### config.mk
export PLATFORM = sky130hd
export DESIGN_NAME = dcache_direct_mapped
export DESIGN_NICKNAME = d
export VERILOG_FILES = /design/src/rtl/dcache_direct_mapped.sv
export SDC_FILE = /design/constraint.sdc
export NUM_CORES = 1
export LEC_CHECK = 0
export ABC_AREA = 0
export CORE_MARGIN = 3
export CORE_UTILIZATION = 60
export DETAILED_ROUTE_END_ITERATION = 6
export GPL_TIMING_DRIVEN = 0
export MAX_ROUTING_LAYER = met4
export PLACE_DENSITY = 0.79
export SETUP_SLACK_MARGIN = 0.02
export SYNTH_ARGS = -nofsm -noshare
export SYNTH_HDL_FRONTEND = slang
export SYNTH_SLANG_ARGS = --single-unit
### constraint.sdc
create_clock -name clk_i -period 4.6 [get_ports clk_i]
set_input_delay 0.46 -clock clk_i [delete_from_list [all_inputs] [get_ports clk_i]]
set_output_delay 0.46 -clock clk_i [all_outputs]
set_load 0.01 [all_outputs]
### src/rtl/dcache_direct_mapped.sv
// Direct-mapped, write-back, write-allocate data cache with a simple request/ready refill port.
// Optional DCACHE_STATS_EN adds free-running hit/miss/writeback counters.
module dcache_direct_mapped #(
  parameter int unsigned CACHE_WORD_SIZE = 32,
  parameter int unsigned NUM_LINES       = 16,
  parameter int unsigned ADDR_SIZE       = 32
) (
  input  logic                       clk_i,
  input  logic                       reset_ni,
  input  logic [ADDR_SIZE-1:0]       addr_i,
  input  logic [CACHE_WORD_SIZE-1:0] wr_data_i,
  input  logic [1:0]                 wr_size_i,
  input  logic                       write_i,
  input  logic                       access_i,
  output logic [CACHE_WORD_SIZE-1:0] rd_data_o,
  output logic                       hit_o,
  output logic [ADDR_SIZE-1:0]       mem_addr_o,
  output logic [CACHE_WORD_SIZE-1:0] mem_wr_data_o,
  output logic                       mem_write_o,
  output logic                       mem_req_o,
  input  logic [CACHE_WORD_SIZE-1:0] mem_rd_data_i,
  input  logic                       mem_ready_i
`ifdef DCACHE_STATS_EN
  ,
  output logic [31:0]                hit_count_o,
  output logic [31:0]                miss_count_o,
  output logic [31:0]                writeback_count_o
`endif
);

  localparam logic [1:0] CACHE_ACCESS_SIZE_BYTE = 2'd0;
  localparam logic [1:0] CACHE_ACCESS_SIZE_HALF = 2'd1;
  localparam logic [1:0] CACHE_ACCESS_SIZE_WORD = 2'd2;

  localparam int unsigned NumBytes    = CACHE_WORD_SIZE / 8;
  localparam int unsigned OFFSET_BITS = $clog2(NumBytes);
  localparam int unsigned INDEX_BITS  = $clog2(NUM_LINES);
  localparam int unsigned TAG_BITS    = ADDR_SIZE - INDEX_BITS - OFFSET_BITS;

  typedef enum logic [1:0] {StCompare, StWriteback, StAllocate} state_e;

  logic [TAG_BITS-1:0]    req_tag;
  logic [INDEX_BITS-1:0]  req_idx;
  logic [OFFSET_BITS-1:0] req_off;

  assign req_tag = addr_i[ADDR_SIZE-1 -: TAG_BITS];
  assign req_idx = addr_i[OFFSET_BITS +: INDEX_BITS];
  assign req_off = addr_i[OFFSET_BITS-1:0];

  state_e                    state_q, state_d;
  logic [NUM_LINES-1:0]      valid_q, valid_d;
  logic [NUM_LINES-1:0]      dirty_q, dirty_d;
  logic [TAG_BITS-1:0]       tag_q  [NUM_LINES];
  logic [CACHE_WORD_SIZE-1:0] data_q [NUM_LINES];

  logic [INDEX_BITS-1:0]      miss_idx_q, miss_idx_d;
  logic [TAG_BITS-1:0]        miss_tag_q, miss_tag_d;
  logic                       mem_req_q, mem_req_d;
  logic                       mem_write_q, mem_write_d;
  logic [ADDR_SIZE-1:0]       mem_addr_q, mem_addr_d;
  logic [CACHE_WORD_SIZE-1:0] mem_wr_data_q, mem_wr_data_d;

  logic                       data_we, tag_we;
  logic [INDEX_BITS-1:0]      line_idx;
  logic [TAG_BITS-1:0]        line_tag;
  logic [CACHE_WORD_SIZE-1:0] line_data;
  logic [CACHE_WORD_SIZE-1:0] store_line;
  logic                       miss_start, wb_done;
  int                         n_bytes;

  assign hit_o     = access_i && (state_q == StCompare) && valid_q[req_idx] &&
                     (tag_q[req_idx] == req_tag);
  assign rd_data_o = data_q[req_idx];

  assign mem_req_o     = mem_req_q;
  assign mem_write_o   = mem_write_q;
  assign mem_addr_o    = mem_addr_q;
  assign mem_wr_data_o = mem_wr_data_q;

  // Byte-lane merge of store data into the current line; lanes past the line end are dropped.
  always_comb begin
    case (wr_size_i)
      CACHE_ACCESS_SIZE_BYTE: n_bytes = 1;
      CACHE_ACCESS_SIZE_HALF: n_bytes = 2;
      CACHE_ACCESS_SIZE_WORD: n_bytes = 4;
      default:                n_bytes = 4;
    endcase
    store_line = data_q[req_idx];
    for (int b = 0; b < int'(NumBytes); b++) begin
      if (b >= int'(req_off) && b < int'(req_off) + n_bytes) begin
        store_line[b*8 +: 8] = wr_data_i[(b - int'(req_off))*8 +: 8];
      end
    end
  end

  always_comb begin
    state_d       = state_q;
    valid_d       = valid_q;
    dirty_d       = dirty_q;
    miss_idx_d    = miss_idx_q;
    miss_tag_d    = miss_tag_q;
    mem_req_d     = mem_req_q;
    mem_write_d   = mem_write_q;
    mem_addr_d    = mem_addr_q;
    mem_wr_data_d = mem_wr_data_q;
    data_we       = 1'b0;
    tag_we        = 1'b0;
    line_idx      = req_idx;
    line_tag      = req_tag;
    line_data     = store_line;
    miss_start    = 1'b0;
    wb_done       = 1'b0;

    case (state_q)
      StCompare: begin
        if (hit_o) begin
          if (write_i) begin
            data_we          = 1'b1;
            dirty_d[req_idx] = 1'b1;
          end
        end else if (access_i) begin
          miss_start = 1'b1;
          miss_idx_d = req_idx;
          miss_tag_d = req_tag;
          mem_req_d  = 1'b1;
          if (valid_q[req_idx] && dirty_q[req_idx]) begin
            state_d       = StWriteback;
            mem_write_d   = 1'b1;
            mem_addr_d    = {tag_q[req_idx], req_idx, {OFFSET_BITS{1'b0}}};
            mem_wr_data_d = data_q[req_idx];
          end else begin
            state_d     = StAllocate;
            mem_write_d = 1'b0;
            mem_addr_d  = {req_tag, req_idx, {OFFSET_BITS{1'b0}}};
          end
        end
      end
      StWriteback: begin
        if (mem_ready_i) begin
          wb_done             = 1'b1;
          dirty_d[miss_idx_q] = 1'b0;
          state_d             = StAllocate;
          mem_write_d         = 1'b0;
          mem_addr_d          = {miss_tag_q, miss_idx_q, {OFFSET_BITS{1'b0}}};
        end
      end
      StAllocate: begin
        if (mem_ready_i) begin
          data_we             = 1'b1;
          tag_we              = 1'b1;
          line_idx            = miss_idx_q;
          line_tag            = miss_tag_q;
          line_data           = mem_rd_data_i;
          valid_d[miss_idx_q] = 1'b1;
          dirty_d[miss_idx_q] = 1'b0;
          mem_req_d           = 1'b0;
          state_d             = StCompare;
        end
      end
      default: state_d = StCompare;
    endcase
  end

  always_ff @(posedge clk_i or negedge reset_ni) begin
    if (!reset_ni) begin
      state_q       <= StCompare;
      valid_q       <= '0;
      dirty_q       <= '0;
      miss_idx_q    <= '0;
      miss_tag_q    <= '0;
      mem_req_q     <= 1'b0;
      mem_write_q   <= 1'b0;
      mem_addr_q    <= '0;
      mem_wr_data_q <= '0;
    end else begin
      state_q       <= state_d;
      valid_q       <= valid_d;
      dirty_q       <= dirty_d;
      miss_idx_q    <= miss_idx_d;
      miss_tag_q    <= miss_tag_d;
      mem_req_q     <= mem_req_d;
      mem_write_q   <= mem_write_d;
      mem_addr_q    <= mem_addr_d;
      mem_wr_data_q <= mem_wr_data_d;
    end
  end

  // Tag and data arrays carry no reset; valid_q gates their use.
  always_ff @(posedge clk_i) begin
    if (data_we) data_q[line_idx] <= line_data;
    if (tag_we)  tag_q[line_idx]  <= line_tag;
  end

`ifdef DCACHE_STATS_EN
  logic [31:0] hit_cnt_q, hit_cnt_d;
  logic [31:0] miss_cnt_q, miss_cnt_d;
  logic [31:0] wb_cnt_q, wb_cnt_d;

  always_comb begin
    hit_cnt_d  = hit_cnt_q + 32'(hit_o);
    miss_cnt_d = miss_cnt_q + 32'(miss_start);
    wb_cnt_d   = wb_cnt_q + 32'(wb_done);
  end

  always_ff @(posedge clk_i or negedge reset_ni) begin
    if (!reset_ni) begin
      hit_cnt_q  <= '0;
      miss_cnt_q <= '0;
      wb_cnt_q   <= '0;
    end else begin
      hit_cnt_q  <= hit_cnt_d;
      miss_cnt_q <= miss_cnt_d;
      wb_cnt_q   <= wb_cnt_d;
    end
  end

  assign hit_count_o       = hit_cnt_q;
  assign miss_count_o      = miss_cnt_q;
  assign writeback_count_o = wb_cnt_q;
`endif

endmodule
==> impl_metrics.tcl, run 1 <==
set metrics [dict create \
    outcome "completed" \
    area.sequential_um2 31100 \
    mux_share_of_post_synthesis_cell_area_pct 19.5 \
    yosys.area_share.xor_xnor_pct 0.536 \
    r2r-start "state_q[0]" \
    clock_sinks 1056 \
    worst-path-buf-inv 8 \
    gp_congestion 0.989 \
    timing.critical_path.from "addr_i[3]" \
    post_synth_num_cell_types 77 \
    final_worst_setup_slack_ns 0.0600 \
    cts_tree "yes" \
    timing.slew.headroom_pct 5.78 \
    synthesis.area_um2 44100 \
    post_route_cells_drive_above_1_share_pct 27.4 \
    p_leak_nw 17.8 \
    syn_inst 2359 \
    detail_route.drc_violations 0 \
    synth_top_family_by_area "multiplexers" \
    timing.critical_path.slowest_cell_delay_ns 0.54 \
    timing.fmax_ghz 0.220 \
    finalCriticalPeriod_ns 4.54 \
    synth-compound-area-share_pct 4.00 \
    final_report_hold_violation_count 0 \
    syn_area_per_cell_um2 18.7 \
    start_util_pct 61.1 \
    power.density_nw_per_um2 482 \
    final-setup-viol-count 0 \
    layout.filler_cells 4170 \
    grt_first_pass_wirelength_um 196000 \
    first_global_vias 26600 \
    worstMarginPinSlew_ns 1.41 \
    viasPerCell 7.07 \
    wire_per_inst_um 36.7 \
    netlist.top_cell.by_area "edfxtp_1" \
    worst_clock_skew_ns 0.0270 \
    root_buffer "clkbuf_16" \
    irDropWorstVdd_uv 421 \
    layout.nets 2835 \
    core.rowCount 98 \
    rsz_0062_raised_after_global_routing "false" \
    start_kind "input pin" \
    drt_iter0_drc 4708 \
    cts_buffers 103 \
    crit_slowest_cell "clkdlybuf4s15_2" \
    ys_seq_area_share_pct 70.4 \
    ys_async_sr_fraction_pct 12.1 \
    longest_clk_path_bufs 3 \
    crit_fanout 10 \
    min_period_over_period_pct 98.7 \
    route.vias.total 26600 \
    pin_count_of_the_biggest_net_entering_global_routing 67 \
    ys_seq_elements 1056 \
    synth_simple_gate_area_share_pct 3.28 \
    num_io_pins 202 \
    synth-edff-count 928 \
    cell_types_with_the_largest_area_share_after_synthesis "edfxtp_1 (63%), mux4_2 (13%), dfrtp_1 (7.3%)" \
    endpoint_kind "output port" \
    io_buffer_count 196 \
    ant_nets 0 \
    globalRouteOverflowTotal 0 \
    timing.critical_path.max_delay_family "buffers and inverters" \
    die_w_um 277 \
    firstDrtPassIters 6 \
    min-delay-path-class "input pin to flip-flop" \
    floorplan.core_area_um2 72200 \
    grt_antenna_before_repair 5 \
    slew_viol_final 0 \
    dp_hpwl_um 87100 \
    arrival_time_at_the_worst_endpoint_ns 4.08 \
    syn2layout_area_growth_pct 18.1 \
    multi_input_comb_area_um2 12600 \
    cts.clk_slew.worst_paths_ns 0.06 \
    hold_start "addr_i[26]" \
    drv.max_cap_violation_count 0 \
    ys.flop_type "edfxtp_1" \
    critPathMostFrequentCell "buf_6" \
    clock_latency_ns 0.67 \
    htreeDepth 3 \
    synth.yosys.warnings 0 \
    synth_area_in_adders_pct 0.272 \
    total_wire_length_after_detailed_routing_um 138000 \
    synthDominantCellAreaShare_pct 63.1 \
    place_ws_ns -1.70 \
    fp.dieH_um 277 \
    worst_path_required_time_ns 4.14 \
    crit_path_cell_trace "buf_6 > buf_6 > buf_6 > buf_6 > buf_2 > clkbuf_2 > clkdlybuf4s15_2 > mux4_2 > mux4_2 > clkdlybuf4s50_1" \
    power.total_mw 25.1 \
    track_usage_pct 37.3 \
    worst-setup-path-type "input pin to output port" \
    area_enclosed_by_the_die_boundary_um2 76800 \
]
-- logic make-up after synthesis --
| group | after synthesis |
|---|---|
| buffers and inverters | 162 |
| AOI/OAI and AO/OA | 269 |
| xor gates and xnor gates | 27 |
| adders and majority gates | 9 |
| muxes | 506 |
| other | 1 |
| DFF | 1056 |
| and+or+nand+nor | 329 |
-- synth_stat cells (17+ instances only) --
library cell / count
edfxtp_1: 928
mux4_2: 260
nand2_1: 159
mux2i_1: 131
dfrtp_1: 128
nor2_1: 90
o21ai_0: 89
mux2_2: 85
clkbuf_1: 47
buf_2: 40
a21oi_1: 38
a22oi_1: 33
mux2_4: 29
a31oi_1: 20
inv_1: 19
buf_4: 17
-- report_power, final --
part	switching, mW	internal, mW	leakage, nW
sequential	0.386	12.0	10.0
combinational	2.96	1.63	6.27
clock	3.61	4.51	1.56
-- path summary, 6_finish.rpt --
kind / depth (start not counted) / to / slack, ns
worst max-delay path: 10 / rd_data_o[4] / 0.06
min in group asynchronous: 2 / mem_addr_o[8] / 0.42
max in group asynchronous: 3 / mem_addr_o[5] / 3.30
worst min-delay path: 2 / miss_tag_q[20] / 0.19
worst max register to register: 8 / data_q[6][30] / 0.19
worst min register to register: 1 / valid_q[3] / 0.47
-- final cells by class --
class / instances / share of cell area (%)
flip-flops and latches: 1056 / 59.6
multi-input cells: 1142 / 24.1
repair buffers: 258 / 5.68
clock buffers: 137 / 5.29
well taps: 950 / 2.28
plain buffers: 139 / 1.96
clock inverters: 54 / 0.852
inverters: 23 / 0.170
diodes: 3 / 0.0144
-- metal layers --
layer	vias to the layer above	track usage [%]	part of all wire, %
li1	10300	-	-
met1	13600	51.5	36
met2	2288	54.1	45
met3	404	10.2	14
met4	0	13.6	4.1
met5	-	-	0
-- through the flow --
| stage | area [um^2] | TNS [ns] | cells | util, % | hold slack (ns) |
|---|---|---|---|---|---|
| 6_report | 52100 | 0 | 3762 | 72.2 | 0.195 |
| 5_1_grt | 52100 | 0 | 3762 | 72.2 | 0.197 |
| 4_1_cts | 51900 | 0 | 3746 | 71.9 | 0.173 |
| 3_5_place_dp | 48200 | -1467.57 | 3542 | 66.8 | 0.447 |
| 3_3_place_gp | 47300 | -3630.87 | 3506 | 65.5 | 0.445 |
| 2_1_floorplan | 44100 | 0 | 2360 | - | 0.164 |
-- registers in the layout, summed over array words and instances (netlist names) --
name           flops
tag_q            416
mem_wr_data_o     32
miss_idx_q         4
valid_q           16
mem_addr_o        30
mem_write_o        1
dirty_q           16
data_q           512
state_q            2
mem_req_o          1
miss_tag_q        26
-- placed cells by master (no fill, tap or decap), types with 33 or more instances in the layout --
master	Yosys	routed
nor2_1	90	49
clkbuf_16	0	104
mux2_2	85	85
a21oi_1	38	34
buf_12	0	43
mux4_2	260	260
nand2_1	159	159
a22oi_1	33	33
clkbuf_1	47	64
edfxtp_1	928	928
o21ai_0	89	54
dfrtp_1	128	128
nor2_4	0	33
clkdlybuf4s50_1	0	192
mux2i_1	131	129
buf_4	17	42
-- what timing repair did --
item	4_1_cts	5_1_grt
pin swaps	10	7
setup endpoints to repair	1086	389
resized for setup	115	29
buffers inserted	12	12
hold endpoints to repair	62	0
hold buffers	1	0
Note: power is estimated with default switching activity, not from simulation.
==> run 2, diff against run 1 <==
--- a/config.mk
+++ b/config.mk
@@ -9,7 +9,6 @@
 export CORE_MARGIN = 3
 export CORE_UTILIZATION = 60
 export DETAILED_ROUTE_END_ITERATION = 6
-export GPL_TIMING_DRIVEN = 0
 export MAX_ROUTING_LAYER = met4
 export PLACE_DENSITY = 0.79
 export SETUP_SLACK_MARGIN = 0.02
==> run 2 against run 1 <==
Effect of this change: global-route usage shrank 4.3 points; utilization is 0.45 points lower; sequential share of layout area up 0.37 points; final area shrank 0.62%; clock skew increased by 0.0078 ns; flip-flop and latch count is the same; via count is 3.5% lower; register-to-register slack improved by 0.52 ns; critical path type unchanged; count of clock-buffer cells in the layout down 11; setup slack better by 0.17 ns; die area is the same; routed wire length shrank 12%.
==> impl_metrics.tcl, run 2 (synthesized netlist as in run 1, its figures left out) <==
set metrics [dict create \
    outcome "completed" \
    post_route_cells_drive_above_1_share_pct 27.4 \
    num_io_pins 202 \
    htreeDepth 3 \
    timing.fmax_ghz 0.229 \
    reg2reg_slack_ns 0.71 \
    layout.nets 2781 \
    final_worst_setup_slack_ns 0.226 \
    pin_count_of_the_biggest_net_entering_global_routing 74 \
    final-setup-viol-count 0 \
    worst-setup-path-type "input pin to output port" \
    wire_per_inst_um 32.8 \
    firstDrtPassIters 6 \
    min_period_over_period_pct 95.1 \
    track_usage_pct 33.0 \
    post-route-util_pct 71.7 \
    die_w_um 277 \
    worst-r2r-cell-count 11 \
    registers.top_by_ff_count "data_q" \
    global_route.peak_usage_layer "met2" \
    gp_congestion 0.898 \
    start_util_pct 61.1 \
    timing.critical_path.from "addr_i[2]" \
    finalCriticalPeriod_ns 4.37 \
    r2r-start "tag_q[0][5]" \
    ant_nets 0 \
    globalRouteOverflowTotal 0 \
    start_kind "input pin" \
    core.rowCount 98 \
    endpoint_kind "output port" \
    syn2layout_area_growth_pct 17.3 \
    irDropWorstVdd_uv 436 \
    area_enclosed_by_the_die_boundary_um2 76800 \
    io_buffer_count 199 \
    longest_clk_path_bufs 3 \
    fp.dieH_um 277 \
    worst_clock_skew_ns 0.0348 \
    worst_path_required_time_ns 4.14 \
    arrival_time_at_the_worst_endpoint_ns 3.91 \
    clock_sinks 1056 \
    place_ws_ns -0.0649 \
    floorplan.core_area_um2 72200 \
    layout.cells.most_common "edfxtp_1" \
    cts.clk_slew.worst_paths_ns 0.07 \
    layout.cells.most_common_list "edfxtp_1 (928), mux4_2 (260), clkdlybuf4s50_1 (193)" \
    worstMarginPinSlew_ns 1.20 \
    p_leak_nw 17.8 \
    timing.slew.headroom_pct 19.8 \
    area.sequential_um2 31100 \
    grt_util_met3_pct 7.06 \
    detail_route.drc_violations 0 \
    drt_iter0_drc 3989 \
    root_buffer "clkbuf_16" \
    cts_buffers 102 \
    rsz_0062_raised_after_global_routing "false" \
    global_route_track_usage_on_met1_pct 44.4 \
    layout.filler_cells 4105 \
    crit_fanout 51 \
    first_global_vias 26200 \
    final_report_hold_violation_count 0 \
    grt_antenna_before_repair 2 \
    cts_tree "yes" \
    drv.max_cap_violation_count 0 \
    multi_input_comb_area_um2 12400 \
    dp_hpwl_um 70900 \
    crit-reg2reg-capture "data_q[4][3]" \
    grt_first_pass_wirelength_um 179000 \
    route.vias.total 25700 \
    clock_latency_ns 0.67 \
    slew_viol_final 0 \
    total_wire_length_after_detailed_routing_um 122000 \
    power.density_nw_per_um2 492 \
    setup.worst_path.end "hit_o" \
    largest_register_ff_count 512 \
    grt_use_met2_pct 51.1 \
    min-delay-path-class "input pin to asynchronous set/reset pin" \
    viasPerCell 6.91 \
]
==> run 2: changes by cell type in the layout (fill, tap and decap cells not counted), sizes merged <==
cell,previous run,this run
clkdlybuf4s50,192,193
clkdlybuf4s15,2,0
dlygate4sd2,2,0
clkinvlp,3,8
dlymetal6s2s,1,0
clkinv,43,42
bufinv,5,15
clkbuf,187,126
buf,149,150
==> run 2: timing repair <==
item                                    4_1_cts  5_1_grt
resized for setup                             0        1
setup buffers                                 0        0
hold endpoints to repair                     62        0
endpoints found under the setup margin        0        1
hold buffers                                  1        0
==> run 2: how the worst min path moves through the flow <==
| stage | startpoint | endpoint | slack [ns] |
|---|---|---|---|
| final | reset_ni | mem_addr_o[8] | 0.36 |
| after global routing | reset_ni | mem_addr_o[12] | 0.44 |
| after CTS | reset_ni | mem_wr_data_o[13] | 0.38 |
| after detailed placement | valid_q[5] | valid_q[5] | 0.45 |
| after global placement | valid_q[14] | valid_q[14] | 0.45 |
| after floorplan | reset_ni | dirty_q[0] | 0.16 |
==> run 2: worst max-delay path: stages <==
cell	delay, ns
buf_8	0.40
and2_1	0.63
buf_4	0.25
a22oi_1	0.09
nand2_1	0.12
o22ai_1	0.13
o41ai_1	0.47
and4_1	0.27
buf_4	0.13
nand3_1	0.26
inv_1	0.12
clkdlybuf4s50_1	0.53
==> run 2: layout make-up <==
| type | count | area share [%] |
|---|---|---|
| Sequential cell | 1056 | 60.0 |
| Multi-Input combinational cell | 1142 | 24.0 |
| Timing Repair Buffer | 344 | 6.67 |
| Clock buffer | 126 | 5.40 |
| Tap cell | 950 | 2.30 |
| Clock inverter | 68 | 1.46 |
| Inverter | 23 | 0.167 |
| Antenna cell | 3 | 0.0145 |
==> run 2: through the flow <==
| step | setup TNS, ns | power [mW] | hold WS (ns) | instances | area (um^2) |
|---|---|---|---|---|---|
| finish | 0 | 25.5 | 0.356 | 3712 | 51800 |
| global route | 0 | 26.2 | 0.442 | 3711 | 51800 |
| CTS | 0 | 25.5 | 0.378 | 3708 | 51800 |
| detailed placement | -4.33 | 16.8 | 0.455 | 3513 | 48200 |
| global placement | 0 | 16.5 | 0.446 | 3512 | 48200 |
| floorplan | 0 | 14.8 | 0.164 | 2360 | 44100 |
==> run 2: where the power goes <==
part,switching (mW),internal [mW],leakage (nW)
logic,2.71,1.63,6.06
clock network,3.61,5.17,1.73
registers,0.386,12.0,10.0
total,6.71,18.8,17.8
==> run 2: per-layer routing <==
metal	part of all wire (%)	routed length [um]	vias up
met5	0	0	-
met4	3.5	4210	0
met3	13	15300	339
met2	49	59500	1987
met1	35	42900	13200
li1	-	-	10200
